<file path="config.mk">
export PLATFORM = sky130hd
export DESIGN_NAME = shift_sequencer_flat
export DESIGN_NICKNAME = d
export VERILOG_FILES = /design/src/rtl/shift_sequencer_if.sv /design/src/rtl/shift_sequencer.sv /design/src/flat_wrapper.sv
export SDC_FILE = /design/constraint.sdc
export NUM_CORES = 1
export LEC_CHECK = 0
export CAP_MARGIN = 5
export CORE_ASPECT_RATIO = 1.1
export CORE_MARGIN = 8
export CORE_UTILIZATION = 45
export DETAILED_ROUTE_END_ITERATION = 10
export HOLD_SLACK_MARGIN = 0.06
export PLACE_DENSITY = 0.81
export SYNTH_ARGS = -nofsm -noshare
export SYNTH_HDL_FRONTEND = slang
export SYNTH_SLANG_ARGS = --single-unit
</file>
<file path="constraint.sdc">
create_clock -name CLK -period 1.63 [get_ports CLK]
set_input_delay 0.163 -clock CLK [delete_from_list [all_inputs] [get_ports CLK]]
set_output_delay 0.163 -clock CLK [all_outputs]
set_load 0.02 [all_outputs]
</file>
<file path="src/rtl/shift_sequencer_if.sv">
// Request/response bundle between ALU decode, the shift sequencer and the result mux.
// The master side issues operations and consumes results; the slave side is the sequencer.
interface shift_sequencer_if #(
    parameter int WIDTH = 8,
    parameter int AMT_W = 3
);
    logic             IN_VALID;
    logic             IN_READY;
    logic [WIDTH-1:0] A;
    logic [AMT_W-1:0] AMT;
    logic [1:0]       OP;
    logic             ABORT;
    logic             OUT_VALID;
    logic             OUT_READY;
    logic [WIDTH-1:0] C;
    logic             CARRY;
    logic             ZERO;
    logic             BUSY;

    modport master (
        output IN_VALID, A, AMT, OP, ABORT, OUT_READY,
        input  IN_READY, OUT_VALID, C, CARRY, ZERO, BUSY
    );

    modport slave (
        input  IN_VALID, A, AMT, OP, ABORT, OUT_READY,
        output IN_READY, OUT_VALID, C, CARRY, ZERO, BUSY
    );
endinterface

</file>
<file path="src/rtl/shift_sequencer.sv">
// N-position shift/rotate built from one single-step shifter; result valid AMT+1 cycles after acceptance.
// Holds C/CARRY/ZERO while OUT_READY is low; accepts requests only in IDLE, ABORT drops back to IDLE.
module shift_sequencer #(
    parameter int WIDTH = 8,
    parameter int AMT_W = 3
) (
    input  logic              CLK,
    input  logic              RST,
    shift_sequencer_if.slave  bus
);
    typedef enum logic [1:0] {
        IDLE  = 2'd0,
        SHIFT = 2'd1,
        DONE  = 2'd2
    } state_t;

    state_t           state_q, state_d;
    logic [WIDTH-1:0] work_q, work_d;
    logic [AMT_W-1:0] cnt_q, cnt_d;
    logic [1:0]       op_q, op_d;
    logic             carry_q, carry_d;
    logic             zero_q, zero_d;

    logic [WIDTH-1:0] step_res;
    logic             step_c;

    // One-position shifter: op[1] selects arithmetic vs rotate, op[0] selects right vs left.
    always_comb begin
        step_res = work_q;
        step_c   = 1'b0;
        case (op_q)
            2'b00: begin
                step_res = {work_q[WIDTH-2:0], work_q[WIDTH-1]};
                step_c   = work_q[WIDTH-1];
            end
            2'b01: begin
                step_res = {work_q[0], work_q[WIDTH-1:1]};
                step_c   = work_q[0];
            end
            2'b10: begin
                step_res = {work_q[WIDTH-2:0], 1'b0};
                step_c   = work_q[WIDTH-1];
            end
            default: begin
                step_res = {work_q[WIDTH-1], work_q[WIDTH-1:1]};
                step_c   = work_q[0];
            end
        endcase
    end

    always_comb begin
        state_d = state_q;
        work_d  = work_q;
        cnt_d   = cnt_q;
        op_d    = op_q;
        carry_d = carry_q;
        zero_d  = zero_q;
        case (state_q)
            IDLE: begin
                if (bus.IN_VALID) begin
                    work_d  = bus.A;
                    cnt_d   = bus.AMT;
                    op_d    = bus.OP;
                    carry_d = 1'b0;
                    zero_d  = (bus.A == '0);
                    state_d = (bus.AMT == '0) ? DONE : SHIFT;
                end
            end
            SHIFT: begin
                // An abort leaves work/carry/zero exactly as the last completed step left them.
                if (bus.ABORT) begin
                    state_d = IDLE;
                end else begin
                    work_d  = step_res;
                    carry_d = step_c;
                    zero_d  = (step_res == '0);
                    cnt_d   = cnt_q - 1'b1;
                    if (cnt_q == AMT_W'(1)) begin
                        state_d = DONE;
                    end
                end
            end
            DONE: begin
                if (bus.ABORT || bus.OUT_READY) begin
                    state_d = IDLE;
                end
            end
            default: state_d = IDLE;
        endcase
    end

    always_ff @(posedge CLK) begin
        if (RST) begin
            state_q <= IDLE;
            work_q  <= '0;
            cnt_q   <= '0;
            op_q    <= '0;
            carry_q <= 1'b0;
            zero_q  <= 1'b0;
        end else begin
            state_q <= state_d;
            work_q  <= work_d;
            cnt_q   <= cnt_d;
            op_q    <= op_d;
            carry_q <= carry_d;
            zero_q  <= zero_d;
        end
    end

    assign bus.IN_READY  = (state_q == IDLE);
    assign bus.BUSY      = (state_q != IDLE);
    assign bus.OUT_VALID = (state_q == DONE);
    assign bus.C         = work_q;
    assign bus.CARRY     = carry_q;
    assign bus.ZERO      = zero_q;
endmodule

</file>
<file path="src/flat_wrapper.sv">
// flat-port wrapper written by rule: the top's interface ports become plain ports
module shift_sequencer_flat 
#(
    parameter int WIDTH = 8,
    parameter int AMT_W = 3
)
  (CLK, RST, bus_IN_VALID, bus_A, bus_AMT, bus_OP, bus_ABORT, bus_OUT_READY, bus_IN_READY, bus_OUT_VALID, bus_C, bus_CARRY, bus_ZERO, bus_BUSY);
  shift_sequencer_if #(.WIDTH(WIDTH), .AMT_W(AMT_W)) bus_i ();
  input  logic CLK;
  input  logic RST;
  input wire logic [$bits(bus_i.IN_VALID)-1:0] bus_IN_VALID;
  input wire logic [$bits(bus_i.A)-1:0] bus_A;
  input wire logic [$bits(bus_i.AMT)-1:0] bus_AMT;
  input wire logic [$bits(bus_i.OP)-1:0] bus_OP;
  input wire logic [$bits(bus_i.ABORT)-1:0] bus_ABORT;
  input wire logic [$bits(bus_i.OUT_READY)-1:0] bus_OUT_READY;
  output wire logic [$bits(bus_i.IN_READY)-1:0] bus_IN_READY;
  output wire logic [$bits(bus_i.OUT_VALID)-1:0] bus_OUT_VALID;
  output wire logic [$bits(bus_i.C)-1:0] bus_C;
  output wire logic [$bits(bus_i.CARRY)-1:0] bus_CARRY;
  output wire logic [$bits(bus_i.ZERO)-1:0] bus_ZERO;
  output wire logic [$bits(bus_i.BUSY)-1:0] bus_BUSY;
  assign bus_i.IN_VALID = bus_IN_VALID;
  assign bus_i.A = bus_A;
  assign bus_i.AMT = bus_AMT;
  assign bus_i.OP = bus_OP;
  assign bus_i.ABORT = bus_ABORT;
  assign bus_i.OUT_READY = bus_OUT_READY;
  assign bus_IN_READY = bus_i.IN_READY;
  assign bus_OUT_VALID = bus_i.OUT_VALID;
  assign bus_C = bus_i.C;
  assign bus_CARRY = bus_i.CARRY;
  assign bus_ZERO = bus_i.ZERO;
  assign bus_BUSY = bus_i.BUSY;
  shift_sequencer #(.WIDTH(WIDTH), .AMT_W(AMT_W)) u_core (.CLK(CLK), .RST(RST), .bus(bus_i));
endmodule
</file>
Word-level counts from Yosys, hierarchy flattened
Index checks and enable logic that the tools add are counted.
{ "word_totals": {"ff_bits": 17, "in_bits": 18} }
{ "classes": {"add_sub_neg": 1, "n_eq_ne": 9, "n_mux": 20, "n_reduce_logical": 12} }
{ "ops": {"columns": ["op", "n"], "rows": [
  ["one-hot mux 8 bit (3 select lines)", 1],
  ["zero test 8 bit", 2],
  ["2-to-1 mux 8 bit", 2],
  ["one-hot mux 8 bit (2 select lines)", 1],
  ["2-to-1 mux 2 bit", 5],
  ["2-to-1 mux 3 bit", 2],
  ["one-hot mux 2 bit (3 select lines)", 1],
  ["one-hot mux 3 bit (2 select lines)", 1],
  ["AND reduction 3 bit", 2],
  ["2-to-1 mux 1 bit", 5],
  ["== test 2 x 1 -> 1 bit (second input constant)", 2],
  ["== test 2 bit (second input constant)", 2],
  ["zero test 2 bit", 2],
  ["!= test 2 bit (second input constant)", 2],
  ["one-hot mux 1 bit (2 select lines)", 2],
  ["nonzero test 2 bit", 2],
  ["== test 3 x 1 -> 1 bit (second input constant)", 1],
  ["zero test 3 bit", 1],
  ["!= test 3 x 2 -> 1 bit (second input constant)", 1],
  ["subtractor 3 x 1 -> 3 bit (second input constant)", 1],
  ["!= test 2 x 1 -> 1 bit (second input constant)", 1],
  ["AND reduction 2 bit", 1],
  ["OR reduction 2 bit", 1],
  ["logical OR 1 bit", 1]
]} }

Longest topological paths before layout
Gate-level depths: netlist of run 1.
{ "logic_depth": {"ltp_word": 5, "depth_mapped": 6} }

Worst setup path before layout of run 1
No wires, ideal clock.
{ "synth_timing": {"path_type": "register -> register", "start": "register u_core.state_q[1]", "end": "register u_core.work_q[3], in the netlist u_core.bus.C[3]", "t_arrival_ns": 1.185, "required_ns": 1.563, "slack_ns": 0.378, "stages_incl_launch_ff": 5, "n_path_buf": 0, "synth_period_minus_slack_ns": 1.252, "path_cell_list": "dfxtp_1 nand2b_1 a211oi_2 or3_1 a21oi_2"} }
{ "synth_via": {"elab_chain_len": 3} }
{ "synth_lines": {"columns": ["element", "line_no", "rtl"], "rows": [
  ["start: declaration", "shift_sequencer.sv:17", "state_t state_q, state_d;"],
  ["start signal: assignment", "shift_sequencer.sv:101", "state_q <= state_d;"],
  ["== test 2 x 1 -> 1 bit / zero test 2 bit (equally long branches)", "shift_sequencer.sv:58", "case (state_q)"],
  ["!= test 2 bit (no line) / nonzero test 2 bit (equally long branches)", null, null],
  ["AND reduction 3 bit (no line)", null, null],
  ["end signal: assignment", "shift_sequencer.sv:102", "work_q <= work_d;"],
  ["end: declaration", "shift_sequencer.sv:18", "logic [WIDTH-1:0] work_q, work_d;"]
]} }
Several ways; a longest one is shown, not always the timed one.
A chain may end at the register's enable or synchronous reset.

Worst setup path after layout of run 1
{ "layout_timing": {"start": "register u_core.work_q[3], in the netlist u_core.bus.C[3]", "end": "output bus_C[3]"} }
{ "layout_lines": {"columns": ["element", "line_no", "rtl"], "rows": [
  ["end: declaration", "flat_wrapper.sv:19", "output wire logic [$bits(bus_i.C)-1:0] bus_C;"]
]} }
No word-level cell between the ends.

==> results.tsv, run 1 <==
metric	value	unit
status	finished clean	
core_area	2185	um^2
max_stage_delay	0.66	ns
startpoint	u_core.bus.C[3]	
syn_area_per_cell	7.779	um^2
ys_types	35	
crit_required	1.47	ns
chipWidth	61.03	um
maxCapViolations	0	
drive_above_1_share	12.73	%
max_freq	623.0	MHz
p_sw	0.0003922	W
regToRegSetupSlack	0.16	ns
cts_num_sinks	17	
grt_max_degree	15	
fin_crit_sh	98.47	%
ios	31	
power_frac_seq	44.9	%
cts.htree.levels	1	
dr_total_vias	1110	
fin_area	1415	um^2
r2r_start	u_core.state_q[1]	
yosys-top-cells-count	nand2_1 (20), dfxtp_1 (17), a21oi_1 (15)	
power_density	800.7	nW/um^2
cts_setup_buffers	0	
ctsResizeCount	4	
drtIter0Drc	36	
synth_area_leaders	dfxtp_1 (34%), a21oi_1 (7.5%), nand2_1 (7.5%)	
p_leak	0.5488	nW
peakVddDrop	0.6038	mV
synth-main-ff-cell	dfxtp_1	
cp_max_fo	5	
track_usage	14.95	%
p_int	0.0007409	W
endpoint	bus_C[3]	
cts_tree	yes	
synthCells	129	
worst_setup_path_start_kind	flip-flop	
finalNetCount	186	
critical-path-top-delay-family	buffers and inverters	
hold_buffers	0	
io_buffers	30	
stdcell_count	195	
finalSetupTns	0	ns
fp-row-count	18	
syn-num-nets	149	
tightest_slew	0.3922	ns
grt-ovfl-total	0	
cts_max_path_buffers	2	
drtAntennaViolNets	0	
start_util	45.93	%
worst-path-stages	1	
cts_root_buf	clkbuf_4	
place.gp.congestion	0.8448	
clock_latency	0.30	ns
slowest_stage	clkdlybuf4s50_1	
synth_top_area_cell	dfxtp_1	
area_delta_synth_final	41.02	%
rsz0062_at_grt	no	
placed_cell_area	1379	um^2
combPwrFrac	33.7	%
drc	0	
synth_area	1003	um^2
first_pass_iters	5	
fill_cells	212	
place_inst	191	
yosysWarnings	0	
finalHoldViolations	0	
dp.final_hpwl	2.289	mm
synth-seq-cells	17	
slew_violations	0	
routedWlPerCell	15.19	um
min_period	1.605	ns
die_height	65.53	um
arrival	1.44	ns
end_kind	output pin	
antenna_found_initial	0	
holdWs	0.4142	ns
vias_per_cell	5.692	
regToRegEndpoint	u_core.bus.ZERO	
relSlewSlack	73.52	%
die_area	3999	um^2
yosysTopAreaCellShare	33.92	%
clkTransAtPathRegs	0.11	ns
synth_edf_count	0	
crit_chain	clkdlybuf4s50_1	
worstHoldPathType	input port to flip-flop	
async_flop_share	0	%
diodes	0	
grt_pass1_wl	4.692	mm
path_class	flip-flop to output pin	
grt_pass1_vias	1036	
setup_violations	0	
cts_buffers	3	
seq_area_frac_synth	33.92	%
clock_skew	0.008915	ns
critPathBufInv	1	
clkPwrFrac	21.4	%
power	0.001133	W
worstRegToRegCells	4	
wl	2.962	mm
sw_frac_of_total	34.61	%
synth.most_common_cell	nand2_1	
[layout by cell type, fill, tap and decap left out, drive strengths merged, types with 2 or more instances in the layout]
master and n:
a211oi 5, a21oi 16, buf 10, clkbuf 3, clkdlybuf4s50 26, dfxtp 17
dlygate4sd2 2, dlymetal6s2s 2, ha 2, inv 5, mux2i 6, nand2 20
nand2b 4, nand3 3, nor2 10, nor2b 4, nor3 3, o211ai 7
o21ai 3, o311ai 2
[power groups by stage]
stage	sequential (W)	clock (W)	combinational [W]
2_1_floorplan	0.000524	0	0.000197
3_3_place_gp	0.000511	0	0.000375
3_5_place_dp	0.000513	0	0.000386
4_1_cts	0.000506	0.000248	0.000384
5_1_grt	0.000514	0.000259	0.000414
6_report	0.000508	0.000243	0.000382
[registers in the layout (all words and copies together) (netlist names)]
name	cells
u_core.bus.C	8
u_core.cnt_q	3
u_core.op_q	2
u_core.state_q	2
u_core.bus.CARRY	1
u_core.bus.ZERO	1
[worst register-to-register path, cell delays in order, from the launching register on]
cell	delay, ns
dfxtp_2	0.37
nand2b_1	0.28
a211oi_2	0.29
o2111ai_1	0.18
a311oi_2	0.27
[worst min-delay path by stage]
stage / to / cells past startpoint / slack [ns] / startpoint
finish: u_core.op_q[1] / 3 / 0.41 / bus_OP[1]
global route: u_core.op_q[1] / 3 / 0.45 / bus_OP[1]
floorplan: u_core.op_q[1] / 2 / 0.31 / bus_OP[1]
CTS: u_core.op_q[1] / 3 / 0.42 / bus_OP[1]
detailed placement: u_core.cnt_q[1] / 2 / 0.44 / u_core.cnt_q[1]
global placement: u_core.cnt_q[1] / 2 / 0.44 / u_core.cnt_q[1]
[routing by layer]
layer,track usage (%),vias to the layer above,wire length [um]
met5,0,-,0
met4,5.831,0,57
met2,24.87,46,1465
met1,17.38,516,1288
met3,4.102,8,150
li1,-,540,-
[per-stage QoR]
| stage | setup WS, ns | utilization, % |
|---|---|---|
| after CTS | 0.02154 | 64.49 |
| final | 0.02491 | 64.78 |
| after global placement | 0.08950 | 63.12 |
| after global routing | 0.01345 | 64.78 |
| after detailed placement | 0.05998 | 63.12 |
| after floorplan | 0.3778 | - |
[cells by family after synthesis]
group           synth area share (%)
simple gates                   23.32
compound gates                 27.56
flops                          33.92
buf+inv                        5.610
mux                            7.107
fa+ha+maj                      2.493
[layout make-up]
class	instances	area (um^2)	share of cell area [%]
timing repair buffer	40	377.9	26.70
sequential	17	344.1	24.31
inverter	5	18.77	1.326
tap	30	37.54	2.653
multi-input combinational	99	606.8	42.88
clock buffer	3	22.52	1.592
clock inverter	1	7.507	0.5305
Power figures use the tool's default switching activity.
==> run 2: changes to the inputs <==
- CTS_CLUSTER_SIZE: not set -> 30
==> results of run 2 <==
No change in the layout: final DEF, timing and power equal those of run 1.
